$ cat config.mk
export PLATFORM = sky130hd
export DESIGN_NAME = stack_core
export DESIGN_NICKNAME = d
export VERILOG_FILES = /design/src/rtl/stack_core_pkg.sv /design/src/rtl/stack_file.sv /design/src/rtl/stack_core.sv
export SDC_FILE = /design/constraint.sdc
export NUM_CORES = 1
export LEC_CHECK = 0
export CAP_MARGIN = 15
export CORE_MARGIN = 4
export CORE_UTILIZATION = 55
export DETAILED_ROUTE_END_ITERATION = 8
export GPL_TIMING_DRIVEN = 0
export PLACE_DENSITY = 0.77
export SETUP_SLACK_MARGIN = 0.5
export SLEW_MARGIN = 25
export SYNTH_ARGS = -nofsm -noshare
export SYNTH_HDL_FRONTEND = slang
export SYNTH_SLANG_ARGS = --single-unit
$ cat constraint.sdc
create_clock -name clk -period 5 [get_ports clk]
set_clock_uncertainty 0.15 [all_clocks]
set_input_delay 1 -clock clk [delete_from_list [all_inputs] [get_ports clk]]
set_output_delay 1 -clock clk [all_outputs]
set_load 0.02 [all_outputs]
$ cat src/rtl/stack_core_pkg.sv
// Shared definitions for the stack processor core: opcodes, FSM states, fault codes.
// Latency: n/a (package).
// Backpressure: n/a (package).
package stack_core_pkg;

  localparam logic [2:0] OP_ADD  = 3'b000;
  localparam logic [2:0] OP_SUB  = 3'b001;
  localparam logic [2:0] OP_AND  = 3'b010;
  localparam logic [2:0] OP_NOT  = 3'b011;
  localparam logic [2:0] OP_PUSH = 3'b100;
  localparam logic [2:0] OP_POP  = 3'b101;
  localparam logic [2:0] OP_JMP  = 3'b110;
  localparam logic [2:0] OP_JZ   = 3'b111;

  typedef enum logic [3:0] {
    FETCH,
    DECODE,
    POP_A,
    POP_B,
    PUSH_R,
    MEM_RD,
    PUSH_M,
    MEM_WR,
    TRAP
  } state_t;

  localparam logic [1:0] FAULT_NONE = 2'b00;
  localparam logic [1:0] FAULT_OVF  = 2'b01;
  localparam logic [1:0] FAULT_UNF  = 2'b10;

  // Number of stack entries an opcode consumes; used by the DECODE stack check.
  function automatic logic [1:0] operands_needed(input logic [2:0] op);
    case (op)
      OP_ADD, OP_SUB, OP_AND: return 2'd2;
      OP_NOT, OP_POP, OP_JZ:  return 2'd1;
      default:                return 2'd0;
    endcase
  endfunction

endpackage

$ cat src/rtl/stack_file.sv
// Bounded LIFO operand stack with combinational top-of-stack read.
// Latency: push/pop take effect on the next rising edge; tos/count reflect registered state.
// Backpressure: none; push while full and pop while empty are ignored (the core never issues them).
// Ports: clk, rst (async active-low, clears count only), push, pop, din -> tos (0 when empty),
//        count (occupancy), full, empty.
module stack_file #(
  parameter int DATA_W      = 8,
  parameter int STACK_DEPTH = 16,
  localparam int CNT_W      = $clog2(STACK_DEPTH + 1),
  localparam int IDX_W      = $clog2(STACK_DEPTH)
) (
  input  logic              clk,
  input  logic              rst,
  input  logic              push,
  input  logic              pop,
  input  logic [DATA_W-1:0] din,
  output logic [DATA_W-1:0] tos,
  output logic [CNT_W-1:0]  count,
  output logic              full,
  output logic              empty
);

  logic [DATA_W-1:0] entry [STACK_DEPTH];
  logic [IDX_W-1:0]  wr_idx;
  logic [IDX_W-1:0]  top_idx;

  // count never exceeds STACK_DEPTH, so the narrowed indices stay in range
  // whenever they are used (write only when not full, read only when not empty).
  assign wr_idx  = IDX_W'(count);
  assign top_idx = IDX_W'(count - CNT_W'(1));

  assign full  = (count == CNT_W'(STACK_DEPTH));
  assign empty = (count == '0);
  assign tos   = empty ? '0 : entry[top_idx];

  always_ff @(posedge clk or negedge rst) begin
    if (!rst) begin
      count <= '0;
    end else if (push && !full) begin
      count <= count + CNT_W'(1);
    end else if (pop && !empty) begin
      count <= count - CNT_W'(1);
    end
  end

  // Storage carries no reset; only the occupancy counter defines validity.
  always_ff @(posedge clk) begin
    if (push && !full) begin
      entry[wr_idx] <= din;
    end
  end

endmodule

$ cat src/rtl/stack_core.sv
// Multi-cycle stack processor: FSM controller, ALU datapath and operand stack with trap on over/underflow.
// Latency (zero-wait memory): JMP/JZ 2 cycles, NOT/POP/PUSH 4, ADD/SUB/AND 5; each memory wait state adds 1.
// Backpressure: memory port is req/ack; req and its addr/we/wdata hold until ack; ack without req is ignored.
// Ports: clk, rst (async active-low); mem_req/mem_we/mem_addr/mem_wdata out, mem_rdata/mem_ack in;
//        halted, fault (00 none, 01 overflow, 10 underflow); pc_dbg, sp_dbg, tos_dbg debug taps.
module stack_core
  import stack_core_pkg::*;
#(
  parameter int DATA_W      = 8,
  parameter int ADDR_W      = 5,
  parameter int STACK_DEPTH = 16,
  localparam int SP_W       = $clog2(STACK_DEPTH + 1)
) (
  input  logic              clk,
  input  logic              rst,
  output logic              mem_req,
  output logic              mem_we,
  output logic [ADDR_W-1:0] mem_addr,
  output logic [DATA_W-1:0] mem_wdata,
  input  logic [DATA_W-1:0] mem_rdata,
  input  logic              mem_ack,
  output logic              halted,
  output logic [1:0]        fault,
  output logic [ADDR_W-1:0] pc_dbg,
  output logic [SP_W-1:0]   sp_dbg,
  output logic [DATA_W-1:0] tos_dbg
);

  state_t            state;
  logic [ADDR_W-1:0] pc;
  logic [2:0]        ir_op;
  logic [ADDR_W-1:0] ir_addr;
  logic [DATA_W-1:0] a;
  logic [DATA_W-1:0] b;
  logic [DATA_W-1:0] mdr;

  logic [DATA_W-1:0] alu;
  logic [DATA_W-1:0] tos;
  logic [DATA_W-1:0] din;
  logic [SP_W-1:0]   sp;
  logic              push;
  logic              pop;
  logic              full;
  logic              empty;
  logic              xfer;
  logic              unf;
  logic              ovf;
  logic [1:0]        need;

  // Request is decoded from registered state; gating with rst makes it drop
  // the instant reset asserts, aborting any transaction in flight.
  assign mem_req   = rst && ((state == FETCH) || (state == MEM_RD) || (state == MEM_WR));
  assign mem_we    = (state == MEM_WR);
  assign mem_addr  = (state == FETCH) ? pc : ir_addr;
  assign mem_wdata = a;
  assign xfer      = mem_req && mem_ack;

  assign push = (state == PUSH_R) || (state == PUSH_M);
  assign pop  = (state == POP_A) || (state == POP_B);
  assign din  = (state == PUSH_M) ? mdr : alu;

  stack_file #(
    .DATA_W      (DATA_W),
    .STACK_DEPTH (STACK_DEPTH)
  ) u_stack (
    .clk   (clk),
    .rst   (rst),
    .push  (push),
    .pop   (pop),
    .din   (din),
    .tos   (tos),
    .count (sp),
    .full  (full),
    .empty (empty)
  );

  // A is the first popped (old top), B the one beneath it.
  always_comb begin
    alu = a + b;
    case (ir_op)
      OP_SUB:  alu = a - b;
      OP_AND:  alu = a & b;
      OP_NOT:  alu = ~a;
      default: alu = a + b;
    endcase
  end

  always_comb begin
    need = operands_needed(ir_op);
    unf  = 1'b0;
    case (need)
      2'd2:    unf = (sp < SP_W'(2));
      2'd1:    unf = empty;
      default: unf = 1'b0;
    endcase
    ovf = (ir_op == OP_PUSH) && full;
  end

  always_ff @(posedge clk or negedge rst) begin
    if (!rst) begin
      state   <= FETCH;
      pc      <= '0;
      ir_op   <= '0;
      ir_addr <= '0;
      a       <= '0;
      b       <= '0;
      mdr     <= '0;
      halted  <= 1'b0;
      fault   <= FAULT_NONE;
    end else begin
      case (state)
        FETCH: begin
          if (xfer) begin
            ir_op   <= mem_rdata[DATA_W-1 -: 3];
            ir_addr <= mem_rdata[ADDR_W-1:0];
            state   <= DECODE;
          end
        end
        DECODE: begin
          if (unf || ovf) begin
            // PC stays on the offending instruction for post-mortem.
            state  <= TRAP;
            halted <= 1'b1;
            fault  <= unf ? FAULT_UNF : FAULT_OVF;
          end else begin
            pc <= pc + ADDR_W'(1);
            case (ir_op)
              OP_JMP: begin
                pc    <= ir_addr;
                state <= FETCH;
              end
              OP_JZ: begin
                // Tested against TOS before any stack movement; JZ never pops.
                if (tos == '0) pc <= ir_addr;
                state <= FETCH;
              end
              OP_PUSH: state <= MEM_RD;
              default: state <= POP_A;
            endcase
          end
        end
        POP_A: begin
          a <= tos;
          if (ir_op == OP_NOT)      state <= PUSH_R;
          else if (ir_op == OP_POP) state <= MEM_WR;
          else                      state <= POP_B;
        end
        POP_B: begin
          b     <= tos;
          state <= PUSH_R;
        end
        PUSH_R: state <= FETCH;
        MEM_RD: begin
          if (xfer) begin
            mdr   <= mem_rdata;
            state <= PUSH_M;
          end
        end
        PUSH_M: state <= FETCH;
        MEM_WR: begin
          if (xfer) state <= FETCH;
        end
        TRAP:    state <= TRAP;
        default: state <= FETCH;
      endcase
    end
  end

  assign pc_dbg  = pc;
  assign sp_dbg  = sp;
  assign tos_dbg = tos;

endmodule

; ---- Yosys cells after proc, flatten, opt, wreduce, memory -nomap -nowiden
; Memories as Yosys holds them, arrays and structs flattened.
; Index checks and enable logic that the tools add are counted.
; W data, S select, Z words.
[totals]
out_inout_bits = 36
mem_bits_rw = 128
wordCells = 87
input_bits = 11
n_memories = 1
ff_bits = 49
[op_classes]
bitwise_logic = 3
n_reduce_logical = 25
n_mux = 21
order_cmp = 1
n_addsub = 5
n_eq_ne = 21
[memory_table]
columns = name, words, width, read_ports, rd_ports_with_merged_regs, wr, line_no
row1 = u_stack.entry, 16, 8, 1, 0, 1, stack_file.sv:23  ; logic [DATA_W-1:0] entry [STACK_DEPTH];
[op_table]
columns = cell, count
row1 = $pmux W4 S7, 1
row2 = $pmux W8 S3, 1
row3 = $mux W5, 4
row4 = $eq A4 B3 Y1 const B, 4
row5 = $mux W4, 4
row6 = $mux W8, 2
row7 = $eq A3 B3 Y1 const B, 4
row8 = $add A5 B1 Y5 const B, 2
row9 = $pmux W5 S2, 1
row10 = $add A8 B8 Y8, 1
row11 = $and A8 B8 Y8, 1
row12 = $eq A4 B2 Y1 const B, 2
row13 = $logic_not A8 Y1, 1
row14 = $not A8 Y8, 1
row15 = $reduce_and A2 Y1, 4
row16 = $sub A8 B8 Y8, 1
row17 = $eq A3 B2 Y1 const B, 2
row18 = $mux W3, 2
row19 = $pmux W3 S2, 1
row20 = $reduce_or A3 Y1, 2
row21 = $eq A5 B5 Y1 const B, 1
row22 = $logic_and A1 B1 Y1, 5
row23 = $logic_not A5 Y1, 1
row24 = $logic_or A1 B1 Y1, 5
row25 = 20 further kinds, 23

; ---- Depth between registers and ports, before layout
; Gate-level depths: netlist of run 1.
[depth]
ltp_word = 8
ltp_mapped = 14
mapped_depth_nobuf = 13

; ---- Hierarchy
; A second synthesis of run 1 with hierarchy kept.
[unflattened]
cells_unflattened = 548
hier_area_um2 = 8145.3
[by_module_without_submodules]
columns = mod, area_per_inst_um2, instances, cells_per_inst
row1 = stack_file, 5341.4, 1, 258
row2 = stack_core, 2803.9, 1, 290

; ---- Least setup slack after synthesis of run 1
; OpenSTA, ideal clock, no wires.
[synth_path]
path_type = register to output
start = reg u_stack.count[0]
end = out tos_dbg[4]
required_time_ns = 3.850
path_stages_with_launch = 12
t_arrival_ns = 3.019
setup_slack_ns = 0.831
path_cell_list = dfrtp_1 -> buf_6 -> buf_2 -> inv_1 -> ha_1 -> clkbuf_1 -> buf_2 -> clkbuf_1 -> mux4_2 -> o21ai_0 -> nand4_1 -> and2_1
[synth_between]
elab_chain_len = 3
[synth_rtl]
columns = element, line_no
row1 = "start, declared", stack_file.sv:18  ; output logic [CNT_W-1:0] count,
row2 = "start signal, assigned", stack_file.sv:40  ; count <= count + CNT_W'(1);
row3 = "start signal, assigned", stack_file.sv:42  ; count <= count - CNT_W'(1);
row4 = $sub A5 B1 Y5, n/a
row5 = $mem_v2 Z16 W8, n/a
row6 = $mux W8 (*), stack_file.sv:34  ; assign tos = empty ? '0 : entry[top_idx];
row7 = "end, declared", stack_core.sv:26  ; output logic [DATA_W-1:0] tos_dbg
; Mark *: on every way between the ends. The rest lies on a longest branch, timed or not.

; ---- Worst setup path after layout of run 1
[layout_path]
start = reg u_stack.count[0]
end = out tos_dbg[0]
; Same word-level chain as after synthesis.

==> results of run 1 <==
worst register-to-register path, delay by kind of cell, from the launching register on:
family                     cells  cell delay [ps]
AOI/OAI and AO/OA              5             1210
xor gates and xnor gates       1              180
adders and majority gates      1              300
buffers and inverters          2              760
DFF                            1              320
muxes                          1              380
and+or+nand+nor                3              670
metal layers:
layer	vias to the layer above	share of wire [%]	global-route usage [%]
li1	2453	-	-
met2	255	49	39.6
met4	0	3.9	10.3
met5	-	0	0
met1	2774	39	32.2
met3	61	8.1	6.46
cells by family after synthesis:
kind of cell | Yosys count | synth area share, %
flops | 177 | 61.5
fa+ha+maj | 18 | 2.82
simple gates | 202 | 11.6
xor+xnor | 16 | 1.70
mux | 60 | 12.6
buf+inv | 42 | 2.20
compound gates | 104 | 7.62
what timing repair did:
action | in CTS | in global routing
pin swaps | 1 | 3
gates resized for setup | 29 | 13
setup buffers | 2 | 2
setup endpoints to repair | 77 | 88
layout by cell type (no fill, tap or decap), types with 5 or more instances in the layout:
master / instances
dfrtp_1: 48
nor2_1: 47
nor3_1: 8
and2_1: 11
clkbuf_1: 17
nor2b_1: 5
clkbuf_16: 17
buf_4: 6
mux4_2: 32
nand4_1: 7
ha_1: 16
nand3_1: 12
nand2_1: 79
nand2b_1: 9
dlygate4sd2_1: 8
xnor2_1: 13
o21ai_0: 34
a21oi_1: 24
inv_1: 14
inv_6: 6
mux2_2: 26
o211ai_1: 5
edfxtp_1: 128
clkdlybuf4s50_1: 37
sequential cells by signal, indices dropped and copies added (netlist names):
name and cells:
ir_addr 5, u_stack.entry 128, state 4, halted 1
b 8, fault 2, pc_dbg 5, mem_wdata 8
mdr 8, u_stack.count 5, ir_op 3
metrics by stage:
step	hold slack [ps]	util, %	instance area [um^2]
finish	322	66.8	9750
global route	358	66.8	9750
CTS	320	66.2	9660
detailed placement	301	61.6	8980
global placement	298	61.2	8930
floorplan	329	-	8240
worst paths after layout:
| kind | to | depth (start not counted) |
|---|---|---|
| worst max register to register | u_stack.entry[7][7] | 13 |
| max in group asynchronous | u_stack.count[0] | 1 |
| min in group asynchronous | state[3] | 1 |
| worst min register to register | halted | 1 |
| worst max-delay path | tos_dbg[0] | 12 |
| worst min-delay path | halted | 1 |
cell type report:
cell class,instances,share of cell area (%)
clock buffers,18,4.40
inverters,15,0.616
plain buffers,27,1.89
well taps,184,2.36
clock inverters,14,1.51
multi-input cells,400,32.1
flip-flops and latches,177,52.0
repair buffers,50,5.03
==> results.md, run 1 <==
- Status: finished clean
- Synth Warn #: 0
- CP Data Required Time: 3850 ps
- Rel. slew slack: 37.6%
- Port bufs: 46
- Synth Instances: 619
- Post-synthesis register bit count: 177
- Cell Area, Synth: 8240 um^2
- Post-synth EDFFs: 128
- CP Max Fanout: 10
- Worst Tran Pin Value: 933 ps
- RSZ-0062 raised after global routing: yes
- Critical path class: flop to primary output
- Syn_nets: 648
- Area of the multi-input gates: 3130 um^2
- Largest net degree at the start of global routing: 52
- CTS Buf Count: 17
- Die ar.: 17000 um^2
- Via total after detailed routing: 5543
- Area growth from synthesis to layout: 18.2%
- Diode count: 0
- DRT iter0 DRCs: 591
- RR Startpoint: ir_op[0]
- Crit path max-delay cell type: dfrtp_2
- Max Clk Rate: 0.227 GHz
- # fillers: 1009
- Post-DRT Antenna Nets: 0
- Routability Congestion: 0.942
- Crit end category: primary output
- Mean Syn Cell Area: 13.3 um^2
- # setup viols final: 0
- Critical path's largest stage delay: 390 ps
- Worst skew pair latency: 430 ps
- DPL Wire Length: 13800 um
- Hold WC Path Type: flop to flop
- Asr flop ratio synth: 27.7%
- Final #Nets: 717
- Worst Path Arrival: 3260 ps
- Initial core utilization: 56.5%
- Via/cell ratio: 6.26
- CP Cell Sequence: buf_12 -> buf_12 -> inv_1 -> ha_1 -> buf_4 -> buf_8 -> buf_8 -> mux4_2 -> o21ai_0 -> nand4_1 -> and2_1 -> dlygate4sd2_1
- Clock slew at reported path FFs: 70 ps
- CTS H-tree depth: 4
- Chip width: 130 um
- Post-synth top cells: edfxtp_1 (128), nand2_1 (79), dfrtp_1 (49)
- Final Cycle Share: 88.2%
- Clk buf depth: 2
- Buffers & Inverters on Critical Path: 7
- Max-cap violations: 0
- CTS tree: built
- Hold Crit Start: halted
- TritonRoute pass-1 iters: 5
- I/O pin count: 47
- Gr ovfl total: 0
- Fin cells: 885
- First-pass GRT wire length: 30800 um
- Routed wire length: 19700 um
- Core area: 14600 um^2
- Placed cell count: 849
- WL per Instance: 22.3 um
- Die height: 130 um
- Dpl ws: -584 ps
- Gr usage total: 24.6%
- Initial antenna violation count: 0
- DRC Markers: 0
- Vias in the first global route: 5630
- Reg area: 5070 um^2
- Count leader, synth: edfxtp_1
- Max-slew violation count: 0
- Total negative setup slack: 0 ps
- Largest area contributor in the netlist: edfxtp_1
- Most area-consuming cells after synthesis: edfxtp_1 (47%), dfrtp_1 (15%), mux4_2 (8.7%)
- CP Launch Type: flop
- Final Hold Fails: 0
- Post-synth top area share: 46.6%
- Clock sink count: 177
- Post-route setup slack: 590 ps
- Rows: 44
- CTS root buf: clkbuf_16
- # hold bufs at CTS: 0
- Seq/Total Area, Yosys: 61.5%
- Crit path time final: 4410 ps
- Flop2flop setup slack: 770 ps
- Main synth FF type: edfxtp_1
- Crit path launch: u_stack.count[0]
- Distinct cells, synth: 55
- Cell family with most CP delay: buffers and inverters
- Share of layout cells above drive strength 1: 18.7%
Power of run 1 is left out: the tool's default activity adds up to more than one toggle a clock period on the data nets, which glitch-free logic cannot reach.
==> run 2: changes to the inputs <==
--- a/config.mk
+++ b/config.mk
@@ -8,6 +8,7 @@
 export CAP_MARGIN = 15
 export CORE_MARGIN = 4
 export CORE_UTILIZATION = 55
+export CTS_CLUSTER_DIAMETER = 80
 export DETAILED_ROUTE_END_ITERATION = 8
 export GPL_TIMING_DRIVEN = 0
 export PLACE_DENSITY = 0.77
==> results of run 2 <==
The final DEF is identical to that of run 1; final timing and power are the same.
Power of run 2 is left out for the same reason.
